### src/rtl/rom_player_if.sv
`default_nettype none
//==============================================================================
// Module   : rom_player_if
// Brief    : AXI-Stream bundle carrying rom_player output beats downstream.
// Revision : 1.0
//==============================================================================
interface rom_player_if #(
    parameter int AXIS_DATA_WIDTH  = 512,
    parameter int AXIS_TUSER_WIDTH = 256
);
    logic [AXIS_DATA_WIDTH-1:0]   tdata;
    logic [AXIS_DATA_WIDTH/8-1:0] tkeep;
    logic [AXIS_TUSER_WIDTH-1:0]  tuser;
    logic                         tvalid;
    logic                         tready;
    logic                         tlast;

    modport master (output tdata, tkeep, tuser, tvalid, tlast, input tready);
    modport slave  (input tdata, tkeep, tuser, tvalid, tlast, output tready);
endinterface
`default_nettype wire

### src/rtl/rom_player.sv
`default_nettype none
//==============================================================================
// Module   : rom_player
// Brief    : Replays an address range of a registered beat ROM onto AXI-Stream,
//            with repeat count, gap dropping and packet-aligned stop.
// Revision : 1.0
//==============================================================================
module rom_player #(
    parameter int AXIS_DATA_WIDTH  = 512,
    parameter int AXIS_TUSER_WIDTH = 256,
    parameter int ADDR_WIDTH       = 12,
    parameter int LOOP_WIDTH       = 16
) (
    input  wire                          clk,
    input  wire                          rst,
    input  wire                          start,
    input  wire                          stop,
    input  wire [ADDR_WIDTH-1:0]         cfg_start_addr,
    input  wire [ADDR_WIDTH-1:0]         cfg_end_addr,
    input  wire [LOOP_WIDTH-1:0]         cfg_loops,
    output logic [ADDR_WIDTH-1:0]        rom_addr,
    input  wire [AXIS_DATA_WIDTH-1:0]    rom_tdata,
    input  wire [AXIS_DATA_WIDTH/8-1:0]  rom_tkeep,
    input  wire [AXIS_TUSER_WIDTH-1:0]   rom_tuser,
    input  wire                          rom_tvalid,
    input  wire                          rom_tlast,
    rom_player_if.master                 m_axis,
    output logic                         busy,
    output logic                         done,
    output logic [31:0]                  beat_count
);
    localparam int c_KEEP_W  = AXIS_DATA_WIDTH / 8;
    localparam int c_ENTRY_W = AXIS_DATA_WIDTH + c_KEEP_W + AXIS_TUSER_WIDTH + 1;

    typedef enum logic [1:0] {
        S_IDLE  = 2'd0,
        S_RUN   = 2'd1,
        S_DRAIN = 2'd2
    } state_t;

    state_t                  state_q, state_d;
    logic [ADDR_WIDTH-1:0]   start_addr_q, start_addr_d;
    logic [ADDR_WIDTH-1:0]   end_addr_q, end_addr_d;
    logic [LOOP_WIDTH-1:0]   loops_q, loops_d;
    logic [ADDR_WIDTH-1:0]   rom_addr_q, rom_addr_d;
    logic [LOOP_WIDTH-1:0]   pass_q, pass_d;
    logic                    inflight_q, inflight_d;
    logic                    stop_pend_q, stop_pend_d;
    logic                    drop_q, drop_d;
    logic                    done_q, done_d;
    logic [31:0]             beat_count_q, beat_count_d;
    logic [1:0]              count_q, count_d;
    logic [c_ENTRY_W-1:0]    slot0_q, slot1_q;

    logic                    w_pop;
    logic                    w_push;
    logic [2:0]              w_occ;
    logic                    w_issue;
    logic                    w_at_end;
    logic [LOOP_WIDTH-1:0]   w_pass_inc;
    logic                    w_limit;
    logic                    w_halt;
    logic [c_ENTRY_W-1:0]    w_entry;

    assign w_pop      = m_axis.tvalid & m_axis.tready;
    assign w_push     = inflight_q & rom_tvalid & ~drop_q;
    // Reads in flight count against the 2-entry FIFO so a result always has a slot.
    assign w_occ      = {1'b0, count_q} + {2'b00, inflight_q} - {2'b00, w_pop};
    assign w_issue    = (state_q == S_RUN) && (w_occ < 3'd2);
    assign w_at_end   = (rom_addr_q == end_addr_q);
    assign w_pass_inc = pass_q + 1'b1;
    assign w_limit    = w_issue && w_at_end && (loops_q != '0) && (w_pass_inc == loops_q);
    assign w_halt     = (state_q == S_RUN) && stop_pend_q && w_push && rom_tlast;
    assign w_entry    = {rom_tlast, rom_tuser, rom_tkeep, rom_tdata};

    always_comb begin
        count_d = count_q;
        case ({w_push, w_pop})
            2'b10:   count_d = count_q + 2'd1;
            2'b01:   count_d = count_q - 2'd1;
            default: count_d = count_q;
        endcase
    end

    always_comb begin
        state_d      = state_q;
        start_addr_d = start_addr_q;
        end_addr_d   = end_addr_q;
        loops_d      = loops_q;
        rom_addr_d   = rom_addr_q;
        pass_d       = pass_q;
        inflight_d   = 1'b0;
        stop_pend_d  = stop_pend_q;
        drop_d       = drop_q;
        done_d       = 1'b0;
        beat_count_d = beat_count_q;

        if (w_pop && (beat_count_q != 32'hFFFF_FFFF)) begin
            beat_count_d = beat_count_q + 32'd1;
        end

        case (state_q)
            S_IDLE: begin
                if (start) begin
                    state_d      = S_RUN;
                    start_addr_d = cfg_start_addr;
                    end_addr_d   = cfg_end_addr;
                    loops_d      = cfg_loops;
                    rom_addr_d   = cfg_start_addr;
                    pass_d       = '0;
                    stop_pend_d  = 1'b0;
                    drop_d       = 1'b0;
                    beat_count_d = '0;
                end
            end
            S_RUN: begin
                if (stop) begin
                    stop_pend_d = 1'b1;
                end
                if (w_issue) begin
                    inflight_d = 1'b1;
                    if (w_at_end) begin
                        rom_addr_d = start_addr_q;
                        pass_d     = w_pass_inc;
                    end else begin
                        rom_addr_d = rom_addr_q + 1'b1;
                    end
                end
                // Loop limit wins over a pending stop; a stop halt drops the read issued alongside it.
                if (w_limit) begin
                    state_d = S_DRAIN;
                end else if (w_halt) begin
                    state_d = S_DRAIN;
                    drop_d  = w_issue;
                end
            end
            S_DRAIN: begin
                if (count_d == 2'd0) begin
                    state_d     = S_IDLE;
                    done_d      = 1'b1;
                    drop_d      = 1'b0;
                    stop_pend_d = 1'b0;
                end
            end
            default: state_d = S_IDLE;
        endcase
    end

    always_ff @(posedge clk or posedge rst) begin
        if (rst) begin
            state_q      <= S_IDLE;
            start_addr_q <= '0;
            end_addr_q   <= '0;
            loops_q      <= '0;
            rom_addr_q   <= '0;
            pass_q       <= '0;
            inflight_q   <= 1'b0;
            stop_pend_q  <= 1'b0;
            drop_q       <= 1'b0;
            done_q       <= 1'b0;
            beat_count_q <= '0;
            count_q      <= '0;
        end else begin
            state_q      <= state_d;
            start_addr_q <= start_addr_d;
            end_addr_q   <= end_addr_d;
            loops_q      <= loops_d;
            rom_addr_q   <= rom_addr_d;
            pass_q       <= pass_d;
            inflight_q   <= inflight_d;
            stop_pend_q  <= stop_pend_d;
            drop_q       <= drop_d;
            done_q       <= done_d;
            beat_count_q <= beat_count_d;
            count_q      <= count_d;
        end
    end

    // Head slot only changes on a pop or when filling an empty FIFO, keeping outputs stable under stall.
    always_ff @(posedge clk or posedge rst) begin
        if (rst) begin
            slot0_q <= '0;
            slot1_q <= '0;
        end else if (w_pop) begin
            if (w_push && (count_q == 2'd1)) begin
                slot0_q <= w_entry;
            end else if (count_q == 2'd2) begin
                slot0_q <= slot1_q;
            end
            if (w_push && (count_q == 2'd2)) begin
                slot1_q <= w_entry;
            end
        end else if (w_push) begin
            if (count_q == 2'd0) begin
                slot0_q <= w_entry;
            end else begin
                slot1_q <= w_entry;
            end
        end
    end

    assign m_axis.tdata  = slot0_q[AXIS_DATA_WIDTH-1:0];
    assign m_axis.tkeep  = slot0_q[AXIS_DATA_WIDTH +: c_KEEP_W];
    assign m_axis.tuser  = slot0_q[AXIS_DATA_WIDTH+c_KEEP_W +: AXIS_TUSER_WIDTH];
    assign m_axis.tlast  = slot0_q[c_ENTRY_W-1];
    assign m_axis.tvalid = (count_q != 2'd0);

    assign rom_addr   = rom_addr_q;
    assign busy       = (state_q != S_IDLE);
    assign done       = done_q;
    assign beat_count = beat_count_q;
endmodule
`default_nettype wire

### src/flat_wrapper.sv
// flat-port wrapper written by rule: the top's interface ports become plain ports
module rom_player_flat 
#(
    parameter int AXIS_DATA_WIDTH  = 512,
    parameter int AXIS_TUSER_WIDTH = 256,
    parameter int ADDR_WIDTH       = 12,
    parameter int LOOP_WIDTH       = 16
)
  (clk, rst, start, stop, cfg_start_addr, cfg_end_addr, cfg_loops, rom_addr, rom_tdata, rom_tkeep, rom_tuser, rom_tvalid, rom_tlast, busy, done, beat_count, m_axis_tdata, m_axis_tkeep, m_axis_tuser, m_axis_tvalid, m_axis_tlast, m_axis_tready);
  rom_player_if #(.AXIS_DATA_WIDTH(AXIS_DATA_WIDTH), .AXIS_TUSER_WIDTH(AXIS_TUSER_WIDTH)) m_axis_i ();
  input  wire clk;
  input  wire rst;
  input  wire start;
  input  wire stop;
  input  wire [ADDR_WIDTH-1:0] cfg_start_addr;
  input  wire [ADDR_WIDTH-1:0] cfg_end_addr;
  input  wire [LOOP_WIDTH-1:0] cfg_loops;
  output logic [ADDR_WIDTH-1:0] rom_addr;
  input  wire [AXIS_DATA_WIDTH-1:0] rom_tdata;
  input  wire [AXIS_DATA_WIDTH/8-1:0] rom_tkeep;
  input  wire [AXIS_TUSER_WIDTH-1:0] rom_tuser;
  input  wire rom_tvalid;
  input  wire rom_tlast;
  output logic busy;
  output logic done;
  output logic [31:0] beat_count;
  output wire logic [$bits(m_axis_i.tdata)-1:0] m_axis_tdata;
  output wire logic [$bits(m_axis_i.tkeep)-1:0] m_axis_tkeep;
  output wire logic [$bits(m_axis_i.tuser)-1:0] m_axis_tuser;
  output wire logic [$bits(m_axis_i.tvalid)-1:0] m_axis_tvalid;
  output wire logic [$bits(m_axis_i.tlast)-1:0] m_axis_tlast;
  input wire logic [$bits(m_axis_i.tready)-1:0] m_axis_tready;
  assign m_axis_tdata = m_axis_i.tdata;
  assign m_axis_tkeep = m_axis_i.tkeep;
  assign m_axis_tuser = m_axis_i.tuser;
  assign m_axis_tvalid = m_axis_i.tvalid;
  assign m_axis_tlast = m_axis_i.tlast;
  assign m_axis_i.tready = m_axis_tready;
  rom_player #(.AXIS_DATA_WIDTH(AXIS_DATA_WIDTH), .AXIS_TUSER_WIDTH(AXIS_TUSER_WIDTH), .ADDR_WIDTH(ADDR_WIDTH), .LOOP_WIDTH(LOOP_WIDTH)) u_core (.clk(clk), .rst(rst), .start(start), .stop(stop), .cfg_start_addr(cfg_start_addr), .cfg_end_addr(cfg_end_addr), .cfg_loops(cfg_loops), .rom_addr(rom_addr), .rom_tdata(rom_tdata), .rom_tkeep(rom_tkeep), .rom_tuser(rom_tuser), .rom_tvalid(rom_tvalid), .rom_tlast(rom_tlast), .m_axis(m_axis_i), .busy(busy), .done(done), .beat_count(beat_count));
endmodule
### config.mk
export PLATFORM = sky130hd
export DESIGN_NAME = rom_player_flat
export DESIGN_NICKNAME = d
export VERILOG_FILES = /design/src/rtl/rom_player_if.sv /design/src/rtl/rom_player.sv /design/src/flat_wrapper.sv
export SDC_FILE = /design/constraint.sdc
export NUM_CORES = 2
export LEC_CHECK = 0
export ABC_AREA = 1
export ABC_CLOCK_PERIOD_IN_PS = 59800
export BUFFER_PORTS_ARGS = -buffer_cell sky130_fd_sc_hd__buf_2
export CORE_AREA = 4 4 688 690
export DETAILED_ROUTE_END_ITERATION = 10
export DIE_AREA = 0 0 692 694
export PLACE_DENSITY = 0.37
export SLEW_MARGIN = 20
export SYNTH_ARGS = -nofsm -noshare
export SYNTH_HDL_FRONTEND = slang
export SYNTH_SLANG_ARGS = --single-unit
### constraint.sdc
create_clock -name clk -period 59.8 [get_ports clk]
set_input_delay 2.99 -clock clk [delete_from_list [all_inputs] [get_ports clk]]
set_output_delay 2.99 -clock clk [all_outputs]
set_load 0.005 [all_outputs]
== Yosys cells after proc, flatten, opt, wreduce, memory -nomap -nowiden ==
Index checks and enable logic that the tools add are counted.

* Input port bits: 879
* Register bits: 1774
* Logic and storage cells: 111

* Add/subtract/negate cells: 7
* Bitwise logic cells: 4
* Equality and inequality tests: 20
* Muxes and demuxes: 37
* $lt $le $gt $ge: 1
* Reductions and logical operators: 28

{| class="wikitable"
|+ Operator list
! operator !! number
|-
| 833-bit two-way mux || 9
|-
| 32-bit two-way mux || 3
|-
| 16-bit two-way mux || 3
|-
| 12-bit two-way mux || 3
|-
| 32-bit by 1-bit adder with 32-bit output, second input constant || 1
|-
| 32-bit inequality test, second input constant || 1
|-
| 16-bit one-hot mux with 2 select lines || 1
|-
| 12-bit one-hot mux with 2 select lines || 1
|-
| 16-bit by 1-bit adder with 16-bit output, second input constant || 1
|-
| 16-bit equality test || 1
|-
| 16-bit nonzero test || 1
|-
| 12-bit by 1-bit adder with 12-bit output, second input constant || 1
|-
| 12-bit equality test || 1
|-
| 3-bit AND reduction || 4
|-
| 1-bit logical AND || 10
|-
| 2-bit by 1-bit inequality test with 1-bit output, second input constant || 5
|-
| 2-bit nonzero test || 5
|-
| 1-bit two-way mux || 9
|-
| 2-bit two-way mux || 4
|-
| 2-bit inequality test, second input constant || 4
|-
| 4-bit AND reduction || 2
|-
| 2-bit by 1-bit equality test with 1-bit output, second input constant || 3
|-
| 2-bit equality test, second input constant || 3
|-
| 2-bit logical NOT || 3
|-
| 15 further kinds || 18
|}

== Longest topological paths before layout ==
* Word-level depth: 10
* Depth in mapped cells: 19
* Depth with buffers taken out: 19

== Least setup slack after synthesis ==
OpenSTA, ideal clock, no wires.

* Path kind: input -> register
* Start: input port m_axis_tready
* End: register u_core.pass_q[11]
* Stages: 17
* Data arrival time: 4.949 ns
* Data required time: 59.672 ns
* Setup time: 0.128 ns
* Path buffers: 1
* Path slack: 54.723 ns
* Cells stage by stage: inv_1 > nor2_2 > inv_1 > nor2_1 > o21ai_0 > fa_1 > inv_1 > nor2_1 > nand2_1 > inv_1 > nor2_4 > inv_2 > nand2_2 > inv_2 > nand2_1 > buf_2 > o22ai_1

* Word-level cells in the longest chain between the ends: 6

{| class="wikitable"
|+ RTL lines
! item !! line !! RTL
|-
| start, declared || flat_wrapper.sv:32 || <nowiki>input wire logic [$bits(m_axis_i.tready)-1:0] m_axis_tready;</nowiki>
|-
| 1-bit bitwise AND || rom_player.sv:65 || <nowiki>assign w_pop = m_axis.tvalid & m_axis.tready;</nowiki>
|-
| 3-bit by 1-bit subtractor with 3-bit output || rom_player.sv:68 || <nowiki>assign w_occ = {1'b0, count_q} + {2'b00, inflight_q} - {2'b00, w_pop};</nowiki>
|-
| 3-bit by 2-bit less-than comparator with 1-bit output || rom_player.sv:69 || <nowiki>assign w_issue = (state_q == S_RUN) && (w_occ < 3'd2);</nowiki>
|-
| 1-bit logical AND || rom_player.sv:69 ||
|-
| 2-bit by 1-bit inequality test with 1-bit output (no source line) || - ||
|-
| 4-bit AND reduction (no source line) || - ||
|-
| end signal, assigned || rom_player.sv:169 || <nowiki>pass_q <= pass_d;</nowiki>
|-
| end, declared || rom_player.sv:46 || <nowiki>logic [LOOP_WIDTH-1:0] pass_q, pass_d;</nowiki>
|}

No other way between the ends.
A chain may end at the register's enable or synchronous reset.

== Final worst setup path ==
* Start: input port m_axis_tready
* End: register u_core.slot0_q[389]

* Word-level cells in the longest chain between the ends: 3
* Elaborated cells on any way between the ends: 6

{| class="wikitable"
|+ RTL lines
! item !! line !! RTL
|-
| 1-bit bitwise AND * || rom_player.sv:65 ||
|-
| 3-bit inequality test (no source line) / 2-bit nonzero test (equally long branches) || - ||
|-
| 3-bit AND reduction (no source line) || - ||
|-
| end signal, assigned || rom_player.sv:186 || <nowiki>slot0_q <= w_entry;</nowiki>
|-
| end signal, assigned || rom_player.sv:188 || <nowiki>slot0_q <= slot1_q;</nowiki>
|-
| end signal, assigned || rom_player.sv:195 || <nowiki>slot0_q <= w_entry;</nowiki>
|-
| end, declared || rom_player.sv:53 || <nowiki>logic [c_ENTRY_W-1:0] slot0_q, slot1_q;</nowiki>
|}

Mark *: on every way between the ends. The rest lies on a longest branch, timed or not.

==> flow_metrics.tcl <==
set metrics [dict create \
    status "completed" \
    clockPowerShare_pct 25.6 \
    boundaryPins 1759 \
    core_area_sq_um 467000 \
    clkLatencyLatePin_ns 0.91 \
    rsz0062_at_grt "false" \
    start_kind "input port" \
    synth_area_per_cell_sq_um 9.52 \
    antenna_left 0 \
    max_stage_delay_ns 0.71 \
    critPathKind "input port to flip-flop" \
    clock-sinks 1774 \
    pwr-share-seq_pct 39.0 \
    path_clk_slew_ns 0.06 \
    cap_violations 0 \
    worstMarginPinSlew_ns 1.11 \
    final_common_cell "nand2_1" \
    ys.flop_type "dfrtp_1" \
    end_kind "flip-flop" \
    r2r-start "u_core.count_q[1]" \
    crit_path_frequent_cell "buf_12" \
    antenna_found_initial 348 \
    cp_max_fo 203 \
    routed_wl_mm 394 \
    gp_congestion 0.907 \
    grt_pass1_vias 61400 \
    numCtsBuffers 225 \
    hold_violations 0 \
    cts_buffer_depth 4 \
    cts_resized 0 \
    dpl_cell_area_sq_um 91300 \
    path_buf_inv 9 \
    synth_top_family_by_area "compound AO/OA/AOI/OAI gates" \
    vdd_drop_max_mv 0.0293 \
    netSwitchingPower_w 0.00210 \
    hpwl_mm 310 \
    start_util_pct 16.5 \
    track_usage_pct 15.8 \
    crit_path_start "m_axis_tready" \
    tns_ns 0 \
    finalCritPeriodShare_pct 14.2 \
    first_iter_violations 4969 \
    yosysWarnings 0 \
    fillers 52000 \
    drt_pass1_iterations 6 \
    grt_max_degree 204 \
    rows 251 \
    yosys.area_share.simple_pct 10.6 \
    setup_slack_ns 51.33 \
    synth_compound_area_share_pct 22.6 \
    min-delay-path-class "flip-flop to flip-flop" \
    synth_xor_area_share_pct 0.291 \
    setup_violations 0 \
    htreeDepth 4 \
    cts_tree "done" \
    final_area_sq_um 98900 \
    drcViolationCount 0 \
    critical_path_arrival_ns 9.25 \
    synth_edf_count 0 \
    syn_area_sq_um 77000 \
    synth-async-reset-ratio_pct 100 \
    ys_types 39 \
    required_ns 60.58 \
    finClkSkew_ns 0.0535 \
    die_height_um 694 \
    seq_area_frac_synth_pct 57.6 \
    fin_nets 10500 \
    switching_share_pct 39.1 \
    synth_cells 8092 \
    chipWidth_um 692 \
    wl_per_cell_um 24.5 \
    path_delay_family "buffers and inverters" \
    syn_to_final_growth_pct 28.3 \
    slowest_stage "buf_4" \
    grt_pass1_wl_mm 536 \
    layout_common_cells "nand2_1 (1923), dfrtp_1 (1774), buf_2 (1758)" \
    p_comb_share_pct 35.5 \
    min_from "u_core.slot0_q[45]" \
    path_cells "buf_2 > inv_1 > nor2_2 > inv_1 > ha_1 > a21oi_4 > buf_12 > buf_12 > buf_4 > buf_4 > buf_12 > buf_12 > o211ai_1 > o21a_1" \
    timing.fmax_ghz 0.118 \
    yosys_register_bits 1774 \
    via_per_inst 4.04 \
    syn-num-nets 8981 \
    port_buffers 1758 \
    power.internal_w 0.00328 \
    synth_mux_area_share_pct 0.0130 \
    relSlewSlack_pct 25.7 \
    slew_violations 0 \
    synth_fa_ha_area_share_pct 0.172 \
    power_leakage_nw 43.8 \
    root_buffer "clkbuf_16" \
    min_period_ns 8.47 \
    post_cts_buffers 0 \
    vias 64900 \
    dieArea_sq_um 480000 \
    holdBufCountCts 0 \
    grt_overflow 0 \
    p_per_area_nw_per_um2 54.5 \
    place_ws_ns 50.47 \
    drive_gt1_share_pct 22.5 \
]
kinds of logic (layout without fill, tap and decap cells):
family	count (synthesis)	in the layout
buf+inv	1518	3188
fa+ha+maj	10	10
compound gates	2637	2637
other cells	0	100
flops	1774	1774
xor+xnor	24	24
mux	1	1
simple gates	2128	2128
cell type report:
class / instances / area, sq um / area share (%)
diodes: 100 / 250 / 0.253
well taps: 6198 / 7750 / 7.84
inverters: 943 / 3550 / 3.59
repair buffers: 1844 / 9580 / 9.69
clock inverters: 62 / 703 / 0.711
clock buffers: 339 / 6600 / 6.68
multi-input cells: 4800 / 26000 / 26.3
flip-flops and latches: 1774 / 44400 / 44.9
stage by stage:
step | util [%] | total power [W] | cells | hold slack [ns]
after floorplan | - | 0.00313 | 8092 | 0.449
after global placement | 19.6 | 0.00407 | 15600 | 0.468
after detailed placement | 19.6 | 0.00408 | 15600 | 0.467
after CTS | 21.1 | 0.00551 | 16000 | 0.483
after global routing | 21.1 | 0.00576 | 16000 | 0.493
final | 21.2 | 0.00539 | 16100 | 0.481
synthesized netlist by cell type (4+ instances only):
library cell | instances | area (sq um)
nand2_1 | 1924 | 7220
buf_6 | 82 | 923
clkbuf_1 | 237 | 890
nor2_1 | 91 | 342
nor3_1 | 28 | 140
xor2_1 | 11 | 96.3
ha_1 | 9 | 113
buf_4 | 13 | 97.6
a22oi_1 | 4 | 30.0
o21ai_1 | 297 | 1490
o211ai_1 | 836 | 6280
nand4_1 | 21 | 131
o22ai_1 | 13 | 81.3
a21oi_1 | 35 | 175
buf_2 | 230 | 1150
nand3_1 | 47 | 235
dfrtp_1 | 1774 | 44400
nand3b_1 | 5 | 37.5
o21ai_0 | 612 | 3060
o21a_1 | 833 | 6250
inv_2 | 4 | 15.0
xnor2_1 | 12 | 105
buf_1 | 13 | 48.8
inv_1 | 938 | 3520
sequential cells by signal (all words and copies together) (netlist names):
register and flops:
u_core.end_addr_q 12, u_core.inflight_q 1, u_core.done 1, u_core.count_q 2, u_core.stop_pend_q 1, u_core.beat_count 32
u_core.rom_addr 12, u_core.pass_q 16, u_core.drop_q 1, u_core.slot0_q 833, u_core.slot1_q 833, u_core.start_addr_q 12
u_core.state_q 2, u_core.loops_q 16
final timing paths:
| kind | slack [ns] | cells past startpoint | end |
|---|---|---|---|
| setup / recovery | 51.33 | 14 | u_core.slot0_q[389] |
| hold / removal | 0.48 | 1 | u_core.slot0_q[45] |
| setup reg to reg | 52.82 | 14 | u_core.slot0_q[389] |
| hold reg to reg | 0.48 | 1 | u_core.slot0_q[45] |
| max in group asynchronous | 52.38 | 8 | u_core.slot1_q[778] |
| min in group asynchronous | 2.20 | 2 | u_core.slot0_q[372] |
layer usage:
layer  track usage (%)  part of all wire (%)  up-vias
met5                 0                  0.21        -
met2              27.3                    49     2097
met3              4.89                   7.3      868
met4              4.46                   3.5      130
li1                  -                     -    30200
met1              18.8                    40    31700
worst reg2reg max path: stages (launching register included):
cell	delay, ns
dfrtp_1	0.42
inv_1	0.11
ha_1	0.26
nor2_2	0.37
inv_1	0.15
ha_1	0.24
a21oi_4	0.61
buf_12	0.42
buf_12	0.78
buf_4	0.82
buf_4	0.63
buf_12	0.59
buf_12	0.78
o211ai_1	0.53
o21a_1	0.17
power groups by stage:
| stage | Clock [W] | Sequential (W) | Combinational [W] |
|---|---|---|---|
| 3_3_place_gp | 0 | 0.00212 | 0.00195 |
| 6_report | 0.00138 | 0.00210 | 0.00191 |
| 3_5_place_dp | 0 | 0.00213 | 0.00195 |
| 2_1_floorplan | 0 | 0.00206 | 0.00106 |
| 4_1_cts | 0.00143 | 0.00211 | 0.00196 |
| 5_1_grt | 0.00148 | 0.00216 | 0.00212 |
(Power assumes the default switching activity.)
